File: src/rtl/fp_pkg.sv
// Shared constants, field slices, state and operand-class encodings for the fp squarer.
// Latency: n/a (declarations only).
// Backpressure: n/a.
package fp_pkg;

  localparam int FP_BIAS    = 127;
  localparam int EXP_MAX    = 255;
  localparam int MUL_CYCLES = 24;

  localparam logic [31:0] QNAN    = 32'h7fc00000;
  localparam logic [31:0] POS_INF = 32'h7f800000;

  // IEEE-754 single field positions
  localparam int SIGN_BIT = 31;
  localparam int EXP_HI   = 30;
  localparam int EXP_LO   = 23;
  localparam int FRAC_HI  = 22;
  localparam int FRAC_LO  = 0;

  typedef enum logic [1:0] {
    IDLE  = 2'd0,
    MUL   = 2'd1,
    ROUND = 2'd2,
    DONE  = 2'd3
  } state_t;

  typedef enum logic [1:0] {
    CLS_NORM = 2'd0,
    CLS_ZERO = 2'd1,
    CLS_INF  = 2'd2,
    CLS_NAN  = 2'd3
  } cls_t;

  // Zero and denormals share a class: denormal inputs are flushed to zero.
  function automatic cls_t classify(input logic [7:0] e, input logic [22:0] f);
    cls_t c;
    c = CLS_NORM;
    if (e == 8'd0) begin
      c = CLS_ZERO;
    end else if (e == 8'(EXP_MAX)) begin
      c = (f == 23'd0) ? CLS_INF : CLS_NAN;
    end
    return c;
  endfunction

  // Result sign is always cleared: a square is never negative.
  function automatic logic [31:0] pack_pos(input logic [7:0] e, input logic [22:0] f);
    logic [31:0] w;
    w = 32'd0;
    w[SIGN_BIT]        = 1'b0;
    w[EXP_HI:EXP_LO]   = e;
    w[FRAC_HI:FRAC_LO] = f;
    return w;
  endfunction

endpackage

File: src/rtl/fp_square_if.sv
// Start/result handshake bundle between a requester and the fp squarer.
// Latency: n/a (wires only).
// Backpressure: none; start is ignored while busy, never queued.
interface fp_square_if;
  logic [31:0] A;
  logic        start;
  logic [31:0] Out;
  logic        done;
  logic        busy;

  modport master (output A, start, input Out, done, busy);
  modport slave  (input A, start, output Out, done, busy);
endinterface

File: src/rtl/fp_square_shift_add_mul24.sv
// 24x24 unsigned shift-add multiplier, one multiplier bit per step, LSB first.
// Latency: 24 step cycles after load; product valid the cycle after done_mul.
// Backpressure: none; caller owns sequencing via load/step.
module shift_add_mul24
  import fp_pkg::*;
(
  input  logic        clk,
  input  logic        reset,
  input  logic        load,
  input  logic        step,
  input  logic [23:0] mcand,
  input  logic [23:0] mplier,
  output logic [47:0] product,
  output logic        done_mul
);

  logic [47:0] acc_q, acc_d;
  logic [47:0] mcand_sh_q, mcand_sh_d;
  logic [23:0] mplier_q, mplier_d;
  logic [4:0]  cnt_q, cnt_d;

  // Load clears the accumulator; each step adds the shifted multiplicand when the current multiplier bit is set.
  always_comb begin
    acc_d      = acc_q;
    mcand_sh_d = mcand_sh_q;
    mplier_d   = mplier_q;
    cnt_d      = cnt_q;
    if (load) begin
      acc_d      = 48'd0;
      mcand_sh_d = {24'd0, mcand};
      mplier_d   = mplier;
      cnt_d      = 5'd0;
    end else if (step) begin
      acc_d      = acc_q + (mplier_q[0] ? mcand_sh_q : 48'd0);
      mcand_sh_d = mcand_sh_q << 1;
      mplier_d   = mplier_q >> 1;
      cnt_d      = cnt_q + 5'd1;
    end
  end

  // Datapath registers.
  always_ff @(posedge clk or posedge reset) begin
    if (reset) begin
      acc_q      <= 48'd0;
      mcand_sh_q <= 48'd0;
      mplier_q   <= 24'd0;
      cnt_q      <= 5'd0;
    end else begin
      acc_q      <= acc_d;
      mcand_sh_q <= mcand_sh_d;
      mplier_q   <= mplier_d;
      cnt_q      <= cnt_d;
    end
  end

  assign product  = acc_q;
  assign done_mul = step && (cnt_q == 5'(MUL_CYCLES - 1));

endmodule

File: src/rtl/fp_square.sv
// IEEE-754 single squarer Out = A*A, shift-add mantissa product, round-to-nearest-even, no denormals.
// Latency: fixed 26 cycles from the start edge to the done pulse, specials included.
// Backpressure: start honoured only in IDLE; starts while busy are dropped.
module fp_square
  import fp_pkg::*;
(
  input  logic        clk,
  input  logic        reset,
  fp_square_if.slave  bus
);

  state_t      state_q, state_d;
  cls_t        cls_q, cls_d;
  logic [7:0]  exp_q, exp_d;
  logic [31:0] res_q, res_d;
  logic [31:0] out_q, out_d;
  logic        done_q, done_d;
  logic        busy_q, busy_d;

  logic [7:0]  a_exp;
  logic [22:0] a_frac;
  logic [23:0] a_mant;
  logic        unused_sign;

  logic        mul_load, mul_step, done_mul;
  logic [47:0] prod;

  assign a_exp       = bus.A[EXP_HI:EXP_LO];
  assign a_frac      = bus.A[FRAC_HI:FRAC_LO];
  assign a_mant      = {1'b1, a_frac};
  // The operand sign never affects a square.
  assign unused_sign = bus.A[SIGN_BIT];

  assign mul_load = (state_q == IDLE) && bus.start;
  assign mul_step = (state_q == MUL);

  shift_add_mul24 u_mul (
    .clk      (clk),
    .reset    (reset),
    .load     (mul_load),
    .step     (mul_step),
    .mcand    (a_mant),
    .mplier   (a_mant),
    .product  (prod),
    .done_mul (done_mul)
  );

  logic               norm_n;
  logic [22:0]        frac_t;
  logic               guard, sticky, rnd_inc;
  logic [23:0]        frac_r;
  logic               rnd_carry;
  logic signed [9:0]  exp_s;
  logic [31:0]        packed_res;

  // Normalise the 48-bit product, round to nearest even, then resolve specials and range limits.
  always_comb begin
    norm_n    = prod[47];
    frac_t    = norm_n ? prod[46:24] : prod[45:23];
    guard     = norm_n ? prod[23]    : prod[22];
    sticky    = norm_n ? (|prod[22:0]) : (|prod[21:0]);
    rnd_inc   = guard && (sticky || frac_t[0]);
    frac_r    = {1'b0, frac_t} + {23'd0, rnd_inc};
    rnd_carry = frac_r[23];
    exp_s     = $signed({1'b0, exp_q, 1'b0}) - $signed(10'(FP_BIAS))
              + $signed({9'd0, norm_n}) + $signed({9'd0, rnd_carry});
    packed_res = 32'd0;
    case (cls_q)
      CLS_ZERO: packed_res = 32'd0;
      CLS_INF:  packed_res = POS_INF;
      CLS_NAN:  packed_res = QNAN;
      default: begin
        if (exp_s >= $signed(10'(EXP_MAX))) begin
          packed_res = POS_INF;
        end else if (exp_s <= 10'sd0) begin
          packed_res = 32'd0;
        end else begin
          packed_res = pack_pos(exp_s[7:0], rnd_carry ? 23'd0 : frac_r[22:0]);
        end
      end
    endcase
  end

  // Control FSM: capture in IDLE, multiply for 24 cycles, round, then publish with a done pulse.
  always_comb begin
    state_d = state_q;
    cls_d   = cls_q;
    exp_d   = exp_q;
    res_d   = res_q;
    out_d   = out_q;
    done_d  = 1'b0;
    case (state_q)
      IDLE: begin
        if (bus.start) begin
          cls_d   = classify(a_exp, a_frac);
          exp_d   = a_exp;
          state_d = MUL;
        end
      end
      MUL: begin
        if (done_mul) begin
          state_d = ROUND;
        end
      end
      ROUND: begin
        res_d   = packed_res;
        state_d = DONE;
      end
      DONE: begin
        out_d   = res_q;
        done_d  = 1'b1;
        state_d = IDLE;
      end
      default: state_d = IDLE;
    endcase
    busy_d = (state_d != IDLE) || done_d;
  end

  // State and output registers; reset aborts any operation in flight.
  always_ff @(posedge clk or posedge reset) begin
    if (reset) begin
      state_q <= IDLE;
      cls_q   <= CLS_ZERO;
      exp_q   <= 8'd0;
      res_q   <= 32'd0;
      out_q   <= 32'd0;
      done_q  <= 1'b0;
      busy_q  <= 1'b0;
    end else begin
      state_q <= state_d;
      cls_q   <= cls_d;
      exp_q   <= exp_d;
      res_q   <= res_d;
      out_q   <= out_d;
      done_q  <= done_d;
      busy_q  <= busy_d;
    end
  end

  assign bus.Out  = out_q;
  assign bus.done = done_q;
  assign bus.busy = busy_q;

endmodule

File: src/flat_wrapper.sv
// flat-port wrapper written by rule: the top's interface ports become plain ports
module fp_square_flat import fp_pkg::*;
  (clk, reset, bus_A, bus_start, bus_Out, bus_done, bus_busy);
  fp_square_if bus_i ();
  input  logic clk;
  input  logic reset;
  input wire logic [$bits(bus_i.A)-1:0] bus_A;
  input wire logic [$bits(bus_i.start)-1:0] bus_start;
  output wire logic [$bits(bus_i.Out)-1:0] bus_Out;
  output wire logic [$bits(bus_i.done)-1:0] bus_done;
  output wire logic [$bits(bus_i.busy)-1:0] bus_busy;
  assign bus_i.A = bus_A;
  assign bus_i.start = bus_start;
  assign bus_Out = bus_i.Out;
  assign bus_done = bus_i.done;
  assign bus_busy = bus_i.busy;
  fp_square u_core (.clk(clk), .reset(reset), .bus(bus_i));
endmodule
File: config.mk
export PLATFORM = sky130hd
export DESIGN_NAME = fp_square_flat
export DESIGN_NICKNAME = d
export VERILOG_FILES = /design/src/rtl/fp_pkg.sv /design/src/rtl/fp_square_if.sv /design/src/rtl/fp_square_shift_add_mul24.sv /design/src/rtl/fp_square.sv /design/src/flat_wrapper.sv
export SDC_FILE = /design/constraint.sdc
export NUM_CORES = 1
export LEC_CHECK = 0
export CORE_ASPECT_RATIO = 1.4
export CORE_UTILIZATION = 48
export DETAILED_ROUTE_END_ITERATION = 10
export PLACE_DENSITY = 0.69
export SLEW_MARGIN = 20
export SYNTH_ARGS = -nofsm -noshare
export SYNTH_HDL_FRONTEND = slang
export SYNTH_SLANG_ARGS = --single-unit
export TNS_END_PERCENT = 100
File: constraint.sdc
create_clock -name clk -period 6.36 [get_ports clk]
set_input_delay 0.954 -clock clk [delete_from_list [all_inputs] [get_ports clk]]
set_output_delay 0.954 -clock clk [all_outputs]
set_load 0.005 [all_outputs]
==> out/summary.txt <==
Final Skew = 0.0217 ns
drt total wl = 28.3 mm
met2 Resource Use GR = 0.422
synth unique cells = 72
post-CTS sizing = 0
grt total ovfl = 0
H-tree levels = 1
hpwl dp = 19.9 mm
Worst Tran Pin Value = 1.05 ns
Post-Syn Nets = 1362
Pleak = 0.00608 µW
synth warn = 0
Critical Path Fanout Max = 33
Nets = 1392
Top Ports = 69
final-report max-slew violation count = 0
global-route wire length before repair = 47.3 mm
FF-to-FF setup slack = 1.14 ns
clk slew on worst S/H paths = 0.06 ns
minimum clock period = 5.22 ns
Root Driver = clkbuf_16
met1 Use GR = 0.276
#FFs+latches synth = 201
sequential fraction of the synthesis area = 0.423
P_int = 3470 µW
Hold Path Depth = 1
Post-synth EDFFs = 0
async set or reset register ratio after synthesis = 1.00
Setup TNS = 0 ns
total core area = 24100 µm²
Wirelength per Cell = 17.4 µm
number of diodes = 0
Sw Pwr = 2390 µW
die width = 135 µm
CTS tree = built
initial antenna violation count = 0
Port Buffers = 66
cts hold-fix bufs = 0
RSZ-0062 raised after global routing = no
share of cells above drive strength 1 = 0.0833
commonest non-fill, non-tap cells in the layout = dfrtp_1, nand2_1, o21ai_0
largest net degree at the start of global routing = 99
TritonRoute pass-1 iters = 5
Mapped Cells = 1275
Initial Util = 0.492
VDD IR-drop max = 0.210 mV
Skew-Pair Late Insertion Delay = 0.52 ns
die area = 25400 µm²
synth top area cells = dfrtp_1, nand2_1, ha_1
synthesized cell area = 11900 µm²
Placed Instance Area = 12700 µm²
post-CTS setup buffer count = 0
Die H = 188 µm
R2R depth = 22
Sink Count = 201
Comb power frac = 0.421
syn_area_per_cell = 9.32 µm²
crit path launch type = register
drt first-iter violations = 515
Hold Path Class = reg -> reg
Cell Rows = 67
GR Util met3 = 0.0202
ANT nets after route = 0
cts bufs inserted = 22
CTS max path bufs = 3
Hold Fails Final Rpt = 0
FF-to-FF Start = u_core.u_mul.product[47]
period utilization = 0.821
status = completed
Hold Crit Endpoint = u_core.res_q[13]
Critical Path RT = 6.76 ns
busiest grt layer = met2
Max Cap Viol = 0
Sw Ratio = 0.408
number of global-route vias before repair = 9602
vias = 9752
arrival time worst endpoint = 5.62 ns
max_slew headroom = 0.297
final instance area = 13500 µm²
Synth top area share = 0.421
Worst Setup End Kind = register
Yosys top cell by area = dfrtp_1
detail-routed via count per cell = 5.98
Crit Path Class = reg -> reg
power density cells = 435 nW/µm²
DRC = 0
Sequential Power Share = 0.356
Clk network pwr share = 0.223
Synth-to-Final Area Change = 13.3%
fmax = 192 MHz
Worst Min Path Start = u_core.res_q[13]
commonest non-fill, non-tap cell in the layout = dfrtp_1
final setup fails = 0
global placement routability congestion = 0.887
All-Layer GR Usage = 0.228
Top FF cell, synth = dfrtp_1
RR Endpoint = u_core.res_q[22]
## cells in the mapped netlist (all sizes together), types with 9 or more instances
cell type  instances
and3              30
mux2              36
nand3             59
a22o              16
nor2              47
a32o               9
a211oi            17
buf               22
o21ai            102
dfrtp            200
xor2              21
nand2            186
nand4             16
ha                51
o21bai             9
inv               30
a31oi             10
a221o             45
a21o              27
xnor2             31
a21oi             77
nor4              14
and2              52
mux2i             11
nor3              14
clkbuf            53
## worst max path at each step
stage	from	to	slack [ns]	cells past startpoint
2_1_floorplan	u_core.u_mul.product[47]	u_core.res_q[11]	2.23	21
3_3_place_gp	u_core.u_mul.product[47]	u_core.res_q[22]	1.26	22
3_5_place_dp	u_core.u_mul.product[47]	u_core.res_q[22]	1.21	22
4_1_cts	u_core.u_mul.product[47]	u_core.res_q[22]	1.17	22
5_1_grt	u_core.u_mul.product[47]	u_core.res_q[22]	0.81	22
6_report	u_core.u_mul.product[47]	u_core.res_q[22]	1.14	22
## cell type report
cell class	count	area [µm²]
clock buffers	28	613
clock inverters	12	134
fillers	2178	10700
inverters	30	116
multi-input cells	969	6410
flip-flops and latches	201	5030
well taps	310	388
repair buffers	81	773
## critical path, cell delays in order, from the launching register on
cell and delay [ns]:
dfrtp_1 0.67, buf_4 0.45, mux2_2 0.39, nand2_1 0.07
nor2_1 0.05, and3_2 0.25, and2b_1 0.18, and2_1 0.18
and4_1 0.21, inv_1 0.06, ha_1 0.20, inv_1 0.07
ha_1 0.23, xor2_1 0.17, or3_1 0.33, nor4_1 0.27
nand4_1 0.15, o21ai_0 0.17, o21ai_0 0.23, nand2_1 0.19
nor2_1 0.06, buf_4 0.20, a221o_1 0.30
## kinds of logic after synthesis
logic type      Yosys count  synth area share
other cells               1          0.000316
compound gates          367             0.218
buf+inv                 105            0.0391
simple gates            450             0.182
xor+xnor                 52            0.0383
mux                      47            0.0434
flops                   201             0.423
fa+ha+maj                52            0.0554
## registers in the layout, summed over array words and instances, names as in the netlist
| register | cells |
|---|---|
| u_core.u_mul.mplier_q | 24 |
| u_core.state_q | 2 |
| u_core.res_q | 31 |
| u_core.cls_q | 2 |
| u_core.bus.Out | 31 |
| u_core.u_mul.product | 48 |
| u_core.exp_q | 8 |
| u_core.u_mul.mcand_sh_q | 48 |
| u_core.u_mul.cnt_q | 5 |
| u_core.bus.done | 1 |
| u_core.bus.busy | 1 |
## power by group through the flow
stage               clock network, µW  logic [µW]  registers [µW]
floorplan                           0        2010            1960
detailed placement                  0        2440            2100
global route                     1380        2770            2140
finish                           1310        2460            2080
global placement                    0        2390            2080
CTS                              1340        2470            2080
## per-layer routing
| layer | share of wire | vias up |
|---|---|---|
| met1 | 0.42 | 4795 |
| li1 | - | 4719 |
| met3 | 0.032 | 52 |
| met5 | 0 | - |
| met2 | 0.52 | 186 |
| met4 | 0.026 | 0 |
## through the flow
step | cells | total power, µW | utilization | hold WS [ns] | setup WS [ns]
final | 1631 | 5850 | 0.558 | 0.490 | 1.14
after global routing | 1631 | 6290 | 0.558 | 0.508 | 0.807
after CTS | 1631 | 5880 | 0.558 | 0.492 | 1.17
after detailed placement | 1591 | 4540 | 0.527 | 0.475 | 1.21
after global placement | 1591 | 4470 | 0.527 | 0.451 | 1.26
after floorplan | 1275 | 3960 | - | 0.435 | 2.23
No activity file was read; power rests on OpenSTA's default activity.
